$ cat src/rtl/cs_countdown.sv
// cs_countdown -- loadable 4-digit BCD countdown timer (SS.cc, 00.00-99.99 s).
//
// Counts down one hundredth every TICK_DIV clock cycles while running, with
// start/stop/pause control, a one-cycle expiry pulse and an expired flag.
//
// Optional feature macro: CS_COUNTDOWN_AUTORELOAD_EN
//   When defined, expiry reloads the preset and keeps running (periodic
//   timer); `expired` is never asserted.
//
// Ports:
//   clk       in   system clock, rising edge
//   rst       in   synchronous active-high reset
//   load      in   load sanitized load_val into count and preset, go IDLE
//   load_val  in   16-bit BCD preset, [15:12] tens of s .. [3:0] hundredths
//   start     in   begin / resume counting
//   stop      in   pause counting
//   count     out  current BCD value
//   running   out  high while in RUN
//   done      out  one-cycle pulse on expiry
//   expired   out  high while in DONE
module cs_countdown #(
  parameter int TICK_DIV = 1_000_000
) (
  input  logic        clk,
  input  logic        rst,
  input  logic        load,
  input  logic [15:0] load_val,
  input  logic        start,
  input  logic        stop,
  output logic [15:0] count,
  output logic        running,
  output logic        done,
  output logic        expired
);

  typedef enum logic [1:0] {
    IDLE  = 2'd0,
    RUN   = 2'd1,
    PAUSE = 2'd2,
    DONE  = 2'd3
  } state_t;

  localparam logic [19:0] PRE_LAST = 20'(TICK_DIV - 1);

  state_t      state, state_d;
  logic [19:0] pre, pre_d;
  logic [15:0] preset, preset_d;
  logic [15:0] count_d;
  logic        done_d;

  // Clamp each nibble to a legal BCD digit.
  function automatic logic [15:0] bcd_sanitize(input logic [15:0] v);
    logic [15:0] r;
    r = v;
    for (int i = 0; i < 4; i++) begin
      if (v[4*i +: 4] > 4'd9) r[4*i +: 4] = 4'd9;
    end
    return r;
  endfunction

  // Subtract one hundredth; a zero digit wraps to 9 and borrows upward.
  function automatic logic [15:0] bcd_dec(input logic [15:0] v);
    logic [15:0] r;
    logic        borrow;
    r      = v;
    borrow = 1'b1;
    for (int i = 0; i < 4; i++) begin
      if (borrow) begin
        if (v[4*i +: 4] == 4'd0) begin
          r[4*i +: 4] = 4'd9;
        end else begin
          r[4*i +: 4] = v[4*i +: 4] - 4'd1;
          borrow      = 1'b0;
        end
      end
    end
    return r;
  endfunction

  always_comb begin
    state_d  = state;
    pre_d    = pre;
    preset_d = preset;
    count_d  = count;
    done_d   = 1'b0;
    if (load) begin
      count_d  = bcd_sanitize(load_val);
      preset_d = bcd_sanitize(load_val);
      pre_d    = 20'd0;
      state_d  = IDLE;
    end else begin
      unique case (state)
        IDLE: begin
          // stop outranks start, so a simultaneous stop blocks the start.
          if (!stop && start && count != 16'h0000) begin
            state_d = RUN;
            pre_d   = 20'd0;
          end
        end
        RUN: begin
          if (stop) begin
            // Stop wins over a coincident tick: pre and count are held.
            state_d = PAUSE;
          end else if (pre == PRE_LAST) begin
            pre_d = 20'd0;
            if (count == 16'h0001) begin
              done_d = 1'b1;
`ifdef CS_COUNTDOWN_AUTORELOAD_EN
              count_d = preset;
`else
              count_d = 16'h0000;
              state_d = DONE;
`endif
            end else begin
              count_d = bcd_dec(count);
            end
          end else begin
            pre_d = pre + 20'd1;
          end
        end
        PAUSE: begin
          // Resume keeps the partially elapsed prescale count.
          if (!stop && start) state_d = RUN;
        end
        DONE: begin
          state_d = DONE;
        end
        default: state_d = IDLE;
      endcase
    end
  end

  always_ff @(posedge clk) begin
    if (rst) begin
      state  <= IDLE;
      pre    <= 20'd0;
      preset <= 16'h0000;
      count  <= 16'h0000;
      done   <= 1'b0;
    end else begin
      state  <= state_d;
      pre    <= pre_d;
      preset <= preset_d;
      count  <= count_d;
      done   <= done_d;
    end
  end

  // Decodes of the state register only; no input reaches these directly.
  assign running = (state == RUN);
  assign expired = (state == DONE);

endmodule
$ cat config.mk
export PLATFORM = sky130hd
export DESIGN_NAME = cs_countdown
export DESIGN_NICKNAME = d
export VERILOG_FILES = /design/src/rtl/cs_countdown.sv
export SDC_FILE = /design/constraint.sdc
export NUM_CORES = 1
export LEC_CHECK = 0
export CAP_MARGIN = 20
export CORE_MARGIN = 3
export CORE_UTILIZATION = 40
export CTS_CLUSTER_SIZE = 40
export DETAILED_ROUTE_END_ITERATION = 6
export SYNTH_ARGS = -nofsm -noshare
export SYNTH_HDL_FRONTEND = slang
export SYNTH_SLANG_ARGS = --single-unit
export TNS_END_PERCENT = 20
$ cat constraint.sdc
create_clock -name clk -period 2.57 [get_ports clk]
set_input_delay 0.257 -clock clk [delete_from_list [all_inputs] [get_ports clk]]
set_output_delay 0.257 -clock clk [all_outputs]
set_load 0.01 [all_outputs]
==> impl_metrics.csv <==
group,metric,value,unit
yosys,yosysUniqueCellTypes,67,
route,postRouteAntennaNets,0,
floorplanning,die_h,85.8,microns
power_and_ir_drop,p_leak,1.07,nW
clock_tree,cts_made_buffers,5,
worst_setup_path,r2r_cells,7,
worst_setup_path,cp_max_fo,8,
floorplanning,die_x,85.8,microns
timing,fin_skew,0.00733,ns
worst_setup_path,ff2ff_setup_slack,0.11,ns
power_and_ir_drop,ir_drop,0.214,mV
yosys,syn_avg_cell_area,8.21,sq um
cells_and_area,syn2layout_area_growth,26.7,%
yosys,async_reset_ff_frac,0,
route,drtIter0Drc,153,
global_route,busiest_layer,"met2",
power_and_ir_drop,p_total,1.49,mW
yosys,syn-cell-area,0.00255,sq mm
placed_design,post-place-ws,0.0937,ns
route,via_per_inst,5.78,
yosys,yosysSeqAreaShare,0.307,
floorplanning,ioPinCount,40,
cells_and_area,drive_above_1_share,0.140,
cells_and_area,mostFrequentLayoutCells,"39 x dfxtp_1, 39 x clkdlybuf4s50_1, 27 x a21oi_1, 24 x nor2_1, 20 x buf_4",
timing,finalSetupViolCount,0,
route,vias,2539,
clock_tree,cts_tree,"done",
timing,max_slew_margin,0.574,
clock_tree,root_buffer,"clkbuf_8",
placed_design,gp_congestion,0.858,
placed_design,io_buffers,39,
clock_tree,clk_latency,0.30,ns
global_route,grt_pass1_wl,11400,microns
yosys,ys_warn_count,0,
worst_setup_path,path_cells,"inv_1 -> ha_1 -> or3b_4 -> o41a_1 -> o21ai_4 -> or4_2 -> a21oi_1",
floorplanning,num_rows,28,
timing,fmax,407,MHz
timing,fin_setup_tns,0,ns
worst_setup_path,critical_path_class,"flip-flop to flip-flop",
yosys,synth_ff_type,"dfxtp_1",
yosys,ys_ff_latch,39,
global_route,use_met1,0.272,
global_route,grt_usage,0.192,
cells_and_area,diodes,0,
timing,worstMarginPinSlew,0.635,ns
worst_setup_path,timing.rr.start,"count[12]",
clock_tree,cts_hold_buf,0,
timing,finalHoldViolCount,0,
run,drv_cap,0,
timing,setup_ws,0.114,ns
global_route,grt.met2_usage,0.296,
timing,period_share,0.956,
worst_setup_path,arrival,2.69,ns
yosys,synth_fp_nets,339,
worst_setup_path,worstSetupStartpointType,"flip-flop",
clock_tree,clk_pin_slew,0.08,ns
yosys,synth_edf_count,0,
min_path,min_path_type,"flip-flop to flip-flop",
worst_setup_path,r2r_end,"pre[14]",
timing,slew_viol_final,0,
worst_setup_path,max_stage_delay,0.67,ns
global_route,grt_pass1_vias,2369,
route,drt-pass1-iter-count,4,
clock_tree,clkSinkCount,39,
route,wl_per_cell,16.0,microns
worst_setup_path,cp-startpoint,"count[12]",
worst_setup_path,cp-endpoint,"pre[14]",
worst_setup_path,endpoint_kind,"flip-flop",
yosys,synth_area_leader_cell,"dfxtp_1",
power_and_ir_drop,power_density,462,mW/mm^2
global_route,grtUsageMet3,0.0355,
yosys,syn_inst,310,
global_route,grt_max_degree,22,
placed_design,place_hpwl,5290,microns
global_route,globalRoute.totalOverflow,0,
cells_and_area,nets,392,
yosys,synth.area.top_cells,"dfxtp_1 31%, a21oi_1 5.3%, ha_1 3.9%, nor2_1 3.5%, a311oi_1 3.4%",
clock_tree,htree_num_levels,2,
worst_setup_path,worstPathRequired,2.80,ns
yosys,synth_top_cell_area_share,0.307,
global_route,grt_antenna_before_repair,0,
route,drc,0,
route,routed_wirelength,7020,microns
worst_setup_path,cp_slowest_cell,"or4_2",
timing,layout_min_cycle_time,2.46,ns
floorplanning,die-area,0.00736,sq mm
outcome,outcome,"finished clean",
floorplanning,initial_utilization,0.423,
clock_tree,clockBufferDepth,2,
timing,worst_hold_slack,0.508,ns
floorplanning,core-area,0.00603,sq mm
state kept, by name (all words and copies together), names as in the netlist:
signal,count
state,2
pre,20
count,16
done,1
where the power goes:
part | internal [mW] | switching (mW)
logic | 0.189 | 0.194
clock network | 0.219 | 0.236
registers | 0.627 | 0.0254
metal layers:
| metal | wire length [microns] | vias to the layer above |
|---|---|---|
| met2 | 3100 | 48 |
| li1 | - | 1286 |
| met4 | 82 | 0 |
| met3 | 200 | 9 |
| met5 | 0 | - |
| met1 | 3640 | 1196 |
logic make-up after synthesis:
logic type,Yosys count,share of synthesized area
buffers and inverters,29,0.0516
flip-flops,39,0.307
AO/OA/AOI/OAI,102,0.287
multiplexers,6,0.0251
AND/OR/NAND/NOR,117,0.259
XOR/XNOR,9,0.0310
adder cells (fa/ha/maj),8,0.0393
worst min path at each step:
| stage | end | cells after the start | slack [ns] | startpoint |
|---|---|---|---|---|
| detailed placement | pre[1] | 2 | 0.49 | pre[1] |
| global placement | pre[1] | 2 | 0.49 | pre[1] |
| CTS | pre[1] | 2 | 0.51 | pre[1] |
| global route | pre[1] | 2 | 0.54 | pre[1] |
| finish | pre[1] | 2 | 0.51 | pre[1] |
| floorplan | count[0] | 2 | 0.44 | load_val[3] |
critical path, delay by kind of cell, from the launching register on:
| kind | cells | cell delay [ns] |
|---|---|---|
| buffers and inverters | 1 | 0.09 |
| flip-flops | 1 | 0.40 |
| adder cells (fa/ha/maj) | 1 | 0.24 |
| AO/OA/AOI/OAI | 3 | 0.72 |
| AND/OR/NAND/NOR | 2 | 0.94 |
cell type report:
| type | count | area, sq um |
|---|---|---|
| Fill cell | 607 | 2800 |
| Multi-Input combinational cell | 242 | 1650 |
| Sequential cell | 39 | 781 |
| Timing Repair Buffer | 59 | 541 |
| Tap cell | 75 | 93.8 |
| Clock buffer | 6 | 82.6 |
| Inverter | 16 | 60.1 |
| Clock inverter | 2 | 16.3 |
through the flow:
stage          utilization  area, sq um  instances
2_1_floorplan            -         2550        310
3_3_place_gp         0.512         3090        428
3_5_place_dp         0.512         3090        428
4_1_cts              0.529         3190        436
5_1_grt              0.536         3230        439
6_report             0.536         3230        439
what timing repair did:
item / 4_1_cts / 5_1_grt
setup endpoints to repair: 0 / 19
setup buffers: 0 / 3
resized for setup: 0 / 4
hold endpoints to repair: 0 / 0
Yosys cell counts, types with 3 or more instances:
master      n
nor3_1     11
ha_1        8
o31ai_1    10
and3_1      4
xnor2_1     3
mux2i_1     3
dfxtp_1    39
nand4_1     7
nand2b_1    8
a31oi_1     5
o21ai_0    11
a211oi_1    3
xor2_1      6
nand3_1     7
o21a_1      3
and2_1      5
a22oi_1     5
nor3b_1     4
a311oi_1   10
o211ai_1    4
nor2_1     24
mux2_2      3
clkbuf_1    7
inv_1      15
a21oi_2     3
nor4_1      4
nand2_1    19
o2111ai_1   3
a21oi_1    27
No activity file was read; power rests on OpenSTA's default activity.
